File: config.mk
export PLATFORM = sky130hd
export DESIGN_NAME = pipeline_hazard_ctrl_flat
export DESIGN_NICKNAME = d
export VERILOG_FILES = /design/src/rtl/pipeline_hazard_ctrl_if.sv /design/src/rtl/pipeline_hazard_ctrl.sv /design/src/flat_wrapper.sv
export SDC_FILE = /design/constraint.sdc
export NUM_CORES = 1
export LEC_CHECK = 0
export CORE_MARGIN = 5
export CORE_UTILIZATION = 25
export DETAILED_ROUTE_END_ITERATION = 16
export PLACE_DENSITY_LB_ADDON = 0.2
export SLEW_MARGIN = 40
export SYNTH_ARGS = -nofsm -noshare
export SYNTH_HDL_FRONTEND = slang
export SYNTH_SLANG_ARGS = --single-unit
File: constraint.sdc
create_clock -name clk -period 5.1 [get_ports clk]
set_clock_uncertainty 0.2 [all_clocks]
set_input_delay 1.02 -clock clk [delete_from_list [all_inputs] [get_ports clk]]
set_output_delay 1.02 -clock clk [all_outputs]
set_load 0.01 [all_outputs]
File: src/rtl/pipeline_hazard_ctrl_if.sv
// pipeline_hazard_ctrl_if: hazard inputs and stall/flush/PC-select outputs of the hazard controller
interface pipeline_hazard_ctrl_if #(parameter int CNT_W = 16);
  logic [4:0] id_rs, id_rt, ex_aw, mem_aw, wb_aw;
  logic id_use_rs, id_use_rt, ex_we, mem_we, wb_we;
  logic redirect_mem, halt_ex, irq, irq_en;
  logic [1:0] pc_sel, state;
  logic pause_IF, flush_id, flush_ex, flush_mem, irq_ack, halted;
  logic [CNT_W-1:0] stall_cnt, flush_cnt;
  modport master (
    output id_rs, id_rt, ex_aw, mem_aw, wb_aw, id_use_rs, id_use_rt, ex_we, mem_we, wb_we,
           redirect_mem, halt_ex, irq, irq_en,
    input  pc_sel, state, pause_IF, flush_id, flush_ex, flush_mem, irq_ack, halted, stall_cnt, flush_cnt
  );
  modport slave (
    input  id_rs, id_rt, ex_aw, mem_aw, wb_aw, id_use_rs, id_use_rt, ex_we, mem_we, wb_we,
           redirect_mem, halt_ex, irq, irq_en,
    output pc_sel, state, pause_IF, flush_id, flush_ex, flush_mem, irq_ack, halted, stall_cnt, flush_cnt
  );
endinterface

File: src/rtl/pipeline_hazard_ctrl.sv
// pipeline_hazard_ctrl: RAW stall, MEM redirect, irq/halt drain sequencing with saturating statistics
module pipeline_hazard_ctrl #(
  parameter int CNT_W = 16,
  parameter int DRAIN = 3
) (
  input logic clk,
  input logic rst_ID,
  pipeline_hazard_ctrl_if.slave bus
);
  localparam int CW = DRAIN > 1 ? $clog2(DRAIN) : 1;
  typedef enum logic [1:0] {RUN, IRQ_DRAIN, HALT_DRAIN, HALTED} state_t;
  state_t st, st_n;
  logic [CW-1:0] cnt, cnt_n;
  logic [CNT_W-1:0] stall_q, flush_q;
  logic [1:0] pc_sel;
  logic pause, f_id, f_ex, f_mem, ack, stall_inc, flush_inc, halted_q;
  logic rs_hit, rt_hit, hazard;
  assign rs_hit = bus.id_use_rs && bus.id_rs != 5'd0 &&
                  ((bus.ex_we && bus.ex_aw == bus.id_rs) ||
                   (bus.mem_we && bus.mem_aw == bus.id_rs) ||
                   (bus.wb_we && bus.wb_aw == bus.id_rs));
  assign rt_hit = bus.id_use_rt && bus.id_rt != 5'd0 &&
                  ((bus.ex_we && bus.ex_aw == bus.id_rt) ||
                   (bus.mem_we && bus.mem_aw == bus.id_rt) ||
                   (bus.wb_we && bus.wb_aw == bus.id_rt));
  assign hazard = rs_hit || rt_hit;
  always_comb begin
    st_n = st;
    cnt_n = cnt;
    pc_sel = 2'd0;
    pause = 1'b0;
    f_id = 1'b0;
    f_ex = 1'b0;
    f_mem = 1'b0;
    ack = 1'b0;
    stall_inc = 1'b0;
    flush_inc = 1'b0;
    unique case (st)
      RUN:
        if (bus.redirect_mem) begin
          {pc_sel, f_id, f_ex, f_mem, flush_inc} = {2'd1, 4'b1111};
        end else if (bus.halt_ex || (bus.irq && bus.irq_en)) begin
          {pc_sel, pause, f_ex} = {2'd3, 2'b11};
          st_n = bus.halt_ex ? HALT_DRAIN : IRQ_DRAIN;
          cnt_n = CW'(DRAIN - 1);
        end else if (hazard) begin
          {pc_sel, pause, f_ex, stall_inc} = {2'd3, 3'b111};
        end
      IRQ_DRAIN:
        if (cnt == '0) begin
          {pc_sel, ack, f_id} = {2'd2, 2'b11};
          st_n = RUN;
        end else begin
          cnt_n = cnt - CW'(1);
          if (bus.redirect_mem) {pc_sel, f_id, f_ex, f_mem, flush_inc} = {2'd1, 4'b1111};
          else {pc_sel, pause, f_ex} = {2'd3, 2'b11};
        end
      HALT_DRAIN: begin
        {pc_sel, pause, f_ex} = {2'd3, 2'b11};
        st_n = cnt == '0 ? HALTED : HALT_DRAIN;
        cnt_n = cnt == '0 ? cnt : cnt - CW'(1);
      end
      HALTED: {pc_sel, pause, f_ex} = {2'd3, 2'b11};
    endcase
  end
  always_ff @(posedge clk or posedge rst_ID)
    if (rst_ID) begin
      st <= RUN;
      cnt <= '0;
      stall_q <= '0;
      flush_q <= '0;
      halted_q <= 1'b0;
    end else begin
      st <= st_n;
      cnt <= cnt_n;
      stall_q <= stall_q + CNT_W'(stall_inc && stall_q != '1);
      flush_q <= flush_q + CNT_W'(flush_inc && flush_q != '1);
      halted_q <= st_n == HALTED;
    end
  assign bus.pc_sel = pc_sel;
  assign bus.pause_IF = pause;
  assign bus.flush_id = f_id;
  assign bus.flush_ex = f_ex;
  assign bus.flush_mem = f_mem;
  assign bus.irq_ack = ack;
  assign bus.halted = halted_q;
  assign bus.state = st;
  assign bus.stall_cnt = stall_q;
  assign bus.flush_cnt = flush_q;
endmodule

File: src/flat_wrapper.sv
// flat-port wrapper written by rule: the top's interface ports become plain ports
module pipeline_hazard_ctrl_flat 
#(
  parameter int CNT_W = 16,
  parameter int DRAIN = 3
)
  (clk, rst_ID, bus_id_rs, bus_id_rt, bus_ex_aw, bus_mem_aw, bus_wb_aw, bus_id_use_rs, bus_id_use_rt, bus_ex_we, bus_mem_we, bus_wb_we, bus_redirect_mem, bus_halt_ex, bus_irq, bus_irq_en, bus_pc_sel, bus_state, bus_pause_IF, bus_flush_id, bus_flush_ex, bus_flush_mem, bus_irq_ack, bus_halted, bus_stall_cnt, bus_flush_cnt);
  pipeline_hazard_ctrl_if #(.CNT_W(CNT_W)) bus_i ();
  input logic clk;
  input logic rst_ID;
  input wire logic [$bits(bus_i.id_rs)-1:0] bus_id_rs;
  input wire logic [$bits(bus_i.id_rt)-1:0] bus_id_rt;
  input wire logic [$bits(bus_i.ex_aw)-1:0] bus_ex_aw;
  input wire logic [$bits(bus_i.mem_aw)-1:0] bus_mem_aw;
  input wire logic [$bits(bus_i.wb_aw)-1:0] bus_wb_aw;
  input wire logic [$bits(bus_i.id_use_rs)-1:0] bus_id_use_rs;
  input wire logic [$bits(bus_i.id_use_rt)-1:0] bus_id_use_rt;
  input wire logic [$bits(bus_i.ex_we)-1:0] bus_ex_we;
  input wire logic [$bits(bus_i.mem_we)-1:0] bus_mem_we;
  input wire logic [$bits(bus_i.wb_we)-1:0] bus_wb_we;
  input wire logic [$bits(bus_i.redirect_mem)-1:0] bus_redirect_mem;
  input wire logic [$bits(bus_i.halt_ex)-1:0] bus_halt_ex;
  input wire logic [$bits(bus_i.irq)-1:0] bus_irq;
  input wire logic [$bits(bus_i.irq_en)-1:0] bus_irq_en;
  output wire logic [$bits(bus_i.pc_sel)-1:0] bus_pc_sel;
  output wire logic [$bits(bus_i.state)-1:0] bus_state;
  output wire logic [$bits(bus_i.pause_IF)-1:0] bus_pause_IF;
  output wire logic [$bits(bus_i.flush_id)-1:0] bus_flush_id;
  output wire logic [$bits(bus_i.flush_ex)-1:0] bus_flush_ex;
  output wire logic [$bits(bus_i.flush_mem)-1:0] bus_flush_mem;
  output wire logic [$bits(bus_i.irq_ack)-1:0] bus_irq_ack;
  output wire logic [$bits(bus_i.halted)-1:0] bus_halted;
  output wire logic [$bits(bus_i.stall_cnt)-1:0] bus_stall_cnt;
  output wire logic [$bits(bus_i.flush_cnt)-1:0] bus_flush_cnt;
  assign bus_i.id_rs = bus_id_rs;
  assign bus_i.id_rt = bus_id_rt;
  assign bus_i.ex_aw = bus_ex_aw;
  assign bus_i.mem_aw = bus_mem_aw;
  assign bus_i.wb_aw = bus_wb_aw;
  assign bus_i.id_use_rs = bus_id_use_rs;
  assign bus_i.id_use_rt = bus_id_use_rt;
  assign bus_i.ex_we = bus_ex_we;
  assign bus_i.mem_we = bus_mem_we;
  assign bus_i.wb_we = bus_wb_we;
  assign bus_i.redirect_mem = bus_redirect_mem;
  assign bus_i.halt_ex = bus_halt_ex;
  assign bus_i.irq = bus_irq;
  assign bus_i.irq_en = bus_irq_en;
  assign bus_pc_sel = bus_i.pc_sel;
  assign bus_state = bus_i.state;
  assign bus_pause_IF = bus_i.pause_IF;
  assign bus_flush_id = bus_i.flush_id;
  assign bus_flush_ex = bus_i.flush_ex;
  assign bus_flush_mem = bus_i.flush_mem;
  assign bus_irq_ack = bus_i.irq_ack;
  assign bus_halted = bus_i.halted;
  assign bus_stall_cnt = bus_i.stall_cnt;
  assign bus_flush_cnt = bus_i.flush_cnt;
  pipeline_hazard_ctrl #(.CNT_W(CNT_W), .DRAIN(DRAIN)) u_core (.clk(clk), .rst_ID(rst_ID), .bus(bus_i));
endmodule
==> summary.txt <==
Floorplan
  – Core Footprint: 8640 sq um
  – Die height: 104 um
  – DIE WIDTH: 104 um
  – Initial core utilization: 25.4%
  – Number of top-level pins: 78
  – Placement Rows: 34
  – Die ar.: 10700 sq um

Yosys
  – Synth warn: 0
  – Synth cell types: 34
  – Flops & latches, synth: 37
  – Syn Area/Cell: 9.70 sq um
  – Synthesized cell area: 2190 sq um
  – Leading register cell type out of synthesis: dfrtp_1
  – Ys async rst share: 100%
  – Post-synthesis sequential area ratio: 42.2%
  – Syn_nets: 272
  – Post-Syn Instances: 226
  – EDFF count, synth: 0

Worst hold path
  – HP Class: flip-flop to flip-flop
  – Min-Delay Path Depth: 1
  – Hold_sp: u_core.bus.stall_cnt[10]$_DFF_PP0_
  – Hold path endpoint: u_core.bus.stall_cnt[10]$_DFF_PP0_

GRT
  – Antenna violations before repair: 0
  – First-pass GRT wire length: 10000 um
  – Total track usage: 11.1%
  – Vias in the first global route: 1977
  – GRT Residual Overflow: 0
  – Largest net degree at the start of global routing: 38

Timing
  – # setup viols final: 0
  – RSZ-0062 raised after global routing: false
  – Slew Limit Fails: 0
  – Number of hold violations in the final report: 0
  – Slew headroom: 68.0%
  – Worst Max-Slew Pin Slew: 0.479 ns
  – Setup WS post-layout: 0.572 ns
  – Post-route setup TNS: 0 ns
  – Minimum clock period: 4.53 ns
  – Period utilization: 88.8%
  – Fmax: 0.221 GHz

Worst setup path
  – Worst Path Arrival: 3.31 ns
  – Crit path from: bus_id_rt[0]
  – Worst path required time: 3.88 ns
  – Critical Path Source Type: input pin
  – Reg2reg end: u_core.bus.stall_cnt[10]$_DFF_PP0_
  – Worst-path fanout max: 4
  – Crit end category: output port
  – Startpoint of the worst register-to-register path: u_core.bus.state[0]$_DFF_PP0_
  – Worst setup path class: input pin to output port
  – Cell count of the worst reg-to-reg path: 12
  – R2R Setup Slk: 2.12 ns

Power
  – PnR Total Power: 1.04 mW
  – Pwr dens: 328 nW/um^2
  – Pleak: 1.33 nW
  – Maximum VDD drop: 0.0986 mV

Clocking
  – Clock buffer depth: 2
  – CTS root buf: clkbuf_8
  – Post_cts resized: 0
  – Number of buffers created by CTS: 5
  – H-tree depth: 2
  – Clock sinks: 37
  – Post-CTS setup buffer count: 0
  – CTS tree: yes
  – Clk_lat worst skew: 0.28 ns
  – Post-CTS Hold Buffers: 0
  – Clock-pin slew on the worst setup and hold paths: 0.07 ns

Cells and area
  – Layout net count: 353
  – Post-route cell area: 3170 sq um
  – Syn-to-layout area delta: 44.7%
  – Multi-input gate area: 1220 sq um
  – Register Area: 926 sq um
  – Filler instances: 896
  – Antenna cells: 0
  – Commonest cells after routing, fill and taps aside: clkdlybuf4s50_1 (77), dfrtp_1 (37), xor2_1 (33)
  – Most common cell after layout, fill and taps aside: clkdlybuf4s50_1
  – Share of cells above drive strength 1: 3.58%

Route
  – Vias: 1907
  – Drt wl/cell: 14.1 um
  – DR vias/cell: 4.60
  – Final wirelength: 5840 um
  – Drt initial violations: 28
  – Detailed-route DRC error count: 0
  – Routed Antenna Nets: 0
  – Drt first pass iters: 4

Placement
  – Post-DP Area: 3090 sq um
  – DP HPWL: 4700 um
  – Setup WS pre-CTS: 0.570 ns
  – Port bufs: 77
  – Gpl congestion: 0.915

Flow run
  – Max Cap Viol: 0

Outcome
  – Status: complete, no violations
## critical path: stages
cell	delay, ns
clkdlybuf4s50_1	0.49
xor2_1	0.19
nor4_1	0.28
nand3_1	0.12
a31oi_1	0.27
nor2_1	0.13
a22oi_1	0.24
clkdlybuf4s50_1	0.58
## cells in the mapped netlist, types with 3 or more instances
| cell type | count | area (sq um) |
|---|---|---|
| o22ai_1 | 3 | 18.8 |
| o21ai_0 | 6 | 30.0 |
| clkbuf_1 | 3 | 11.3 |
| nand2_1 | 19 | 71.3 |
| nor4_1 | 4 | 25.0 |
| and3_1 | 3 | 18.8 |
| ha_1 | 10 | 125 |
| nor2_1 | 17 | 63.8 |
| a31oi_1 | 3 | 18.8 |
| nand3_1 | 18 | 90.1 |
| a21oi_1 | 5 | 25.0 |
| inv_1 | 8 | 30.0 |
| dfrtp_1 | 37 | 926 |
| xor2_1 | 33 | 289 |
| xnor2_1 | 25 | 219 |
| nand4_1 | 6 | 37.5 |
## kinds of logic (layout without fill, tap and decap cells)
family / after synthesis / count (layout) / synth area share (%)
simple gates: 82 / 82 / 18.8
xor+xnor: 58 / 58 / 23.2
flops: 37 / 37 / 42.2
compound gates: 27 / 27 / 7.82
buf+inv: 12 / 93 / 2.23
fa+ha+maj: 10 / 10 / 5.71
## per-layer routing
layer  part of all wire, %  global-route usage (%)  vias to the layer above  routed length, um
li1                      -                       -                      937                  -
met4                   3.2                    4.40                        0                187
met2                    48                    18.2                       45               2830
met3                   4.2                    2.86                       12                244
met5                     0                       0                        -                  0
met1                    44                    13.8                      913               2580
## layout make-up
type                    instances  share of cell area [%]
clock buffers                   7                    2.72
flip-flops and latches         37                    29.2
well taps                     108                    4.26
multi-input cells             177                    38.4
repair buffers                 78                    24.5
inverters                       8                   0.946
## state kept, by name (all words and copies together) (netlist names)
name	count
u_core.bus.state	2
u_core.bus.halted	1
u_core.bus.stall_cnt	16
u_core.bus.flush_cnt	16
u_core.cnt	2
## through the flow
step           hold slack, ns  instances  utilization, %
6_report                0.289        415            36.7
5_1_grt                 0.318        415            36.7
4_1_cts                 0.298        415            36.7
3_5_place_dp            0.284        408            35.7
3_3_place_gp            0.282        408            35.7
2_1_floorplan           0.310        226               -
## worst max-delay path by stage
stage                     depth (start not counted)             to
after floorplan                                   7  bus_pc_sel[0]
after global placement                            8   bus_flush_ex
after detailed placement                          8   bus_flush_ex
after CTS                                         8   bus_flush_ex
after global routing                              8  bus_pc_sel[0]
final                                             8   bus_flush_ex
## where the power goes
part | switching [mW] | leakage (nW) | internal [mW] | total, mW
combinational | 0.214 | 0.797 | 0.239 | 0.452
clock | 0.0996 | 0.0443 | 0.107 | 0.207
sequential | 0.0429 | 0.488 | 0.338 | 0.381
Note: power is estimated with default switching activity, not from simulation.
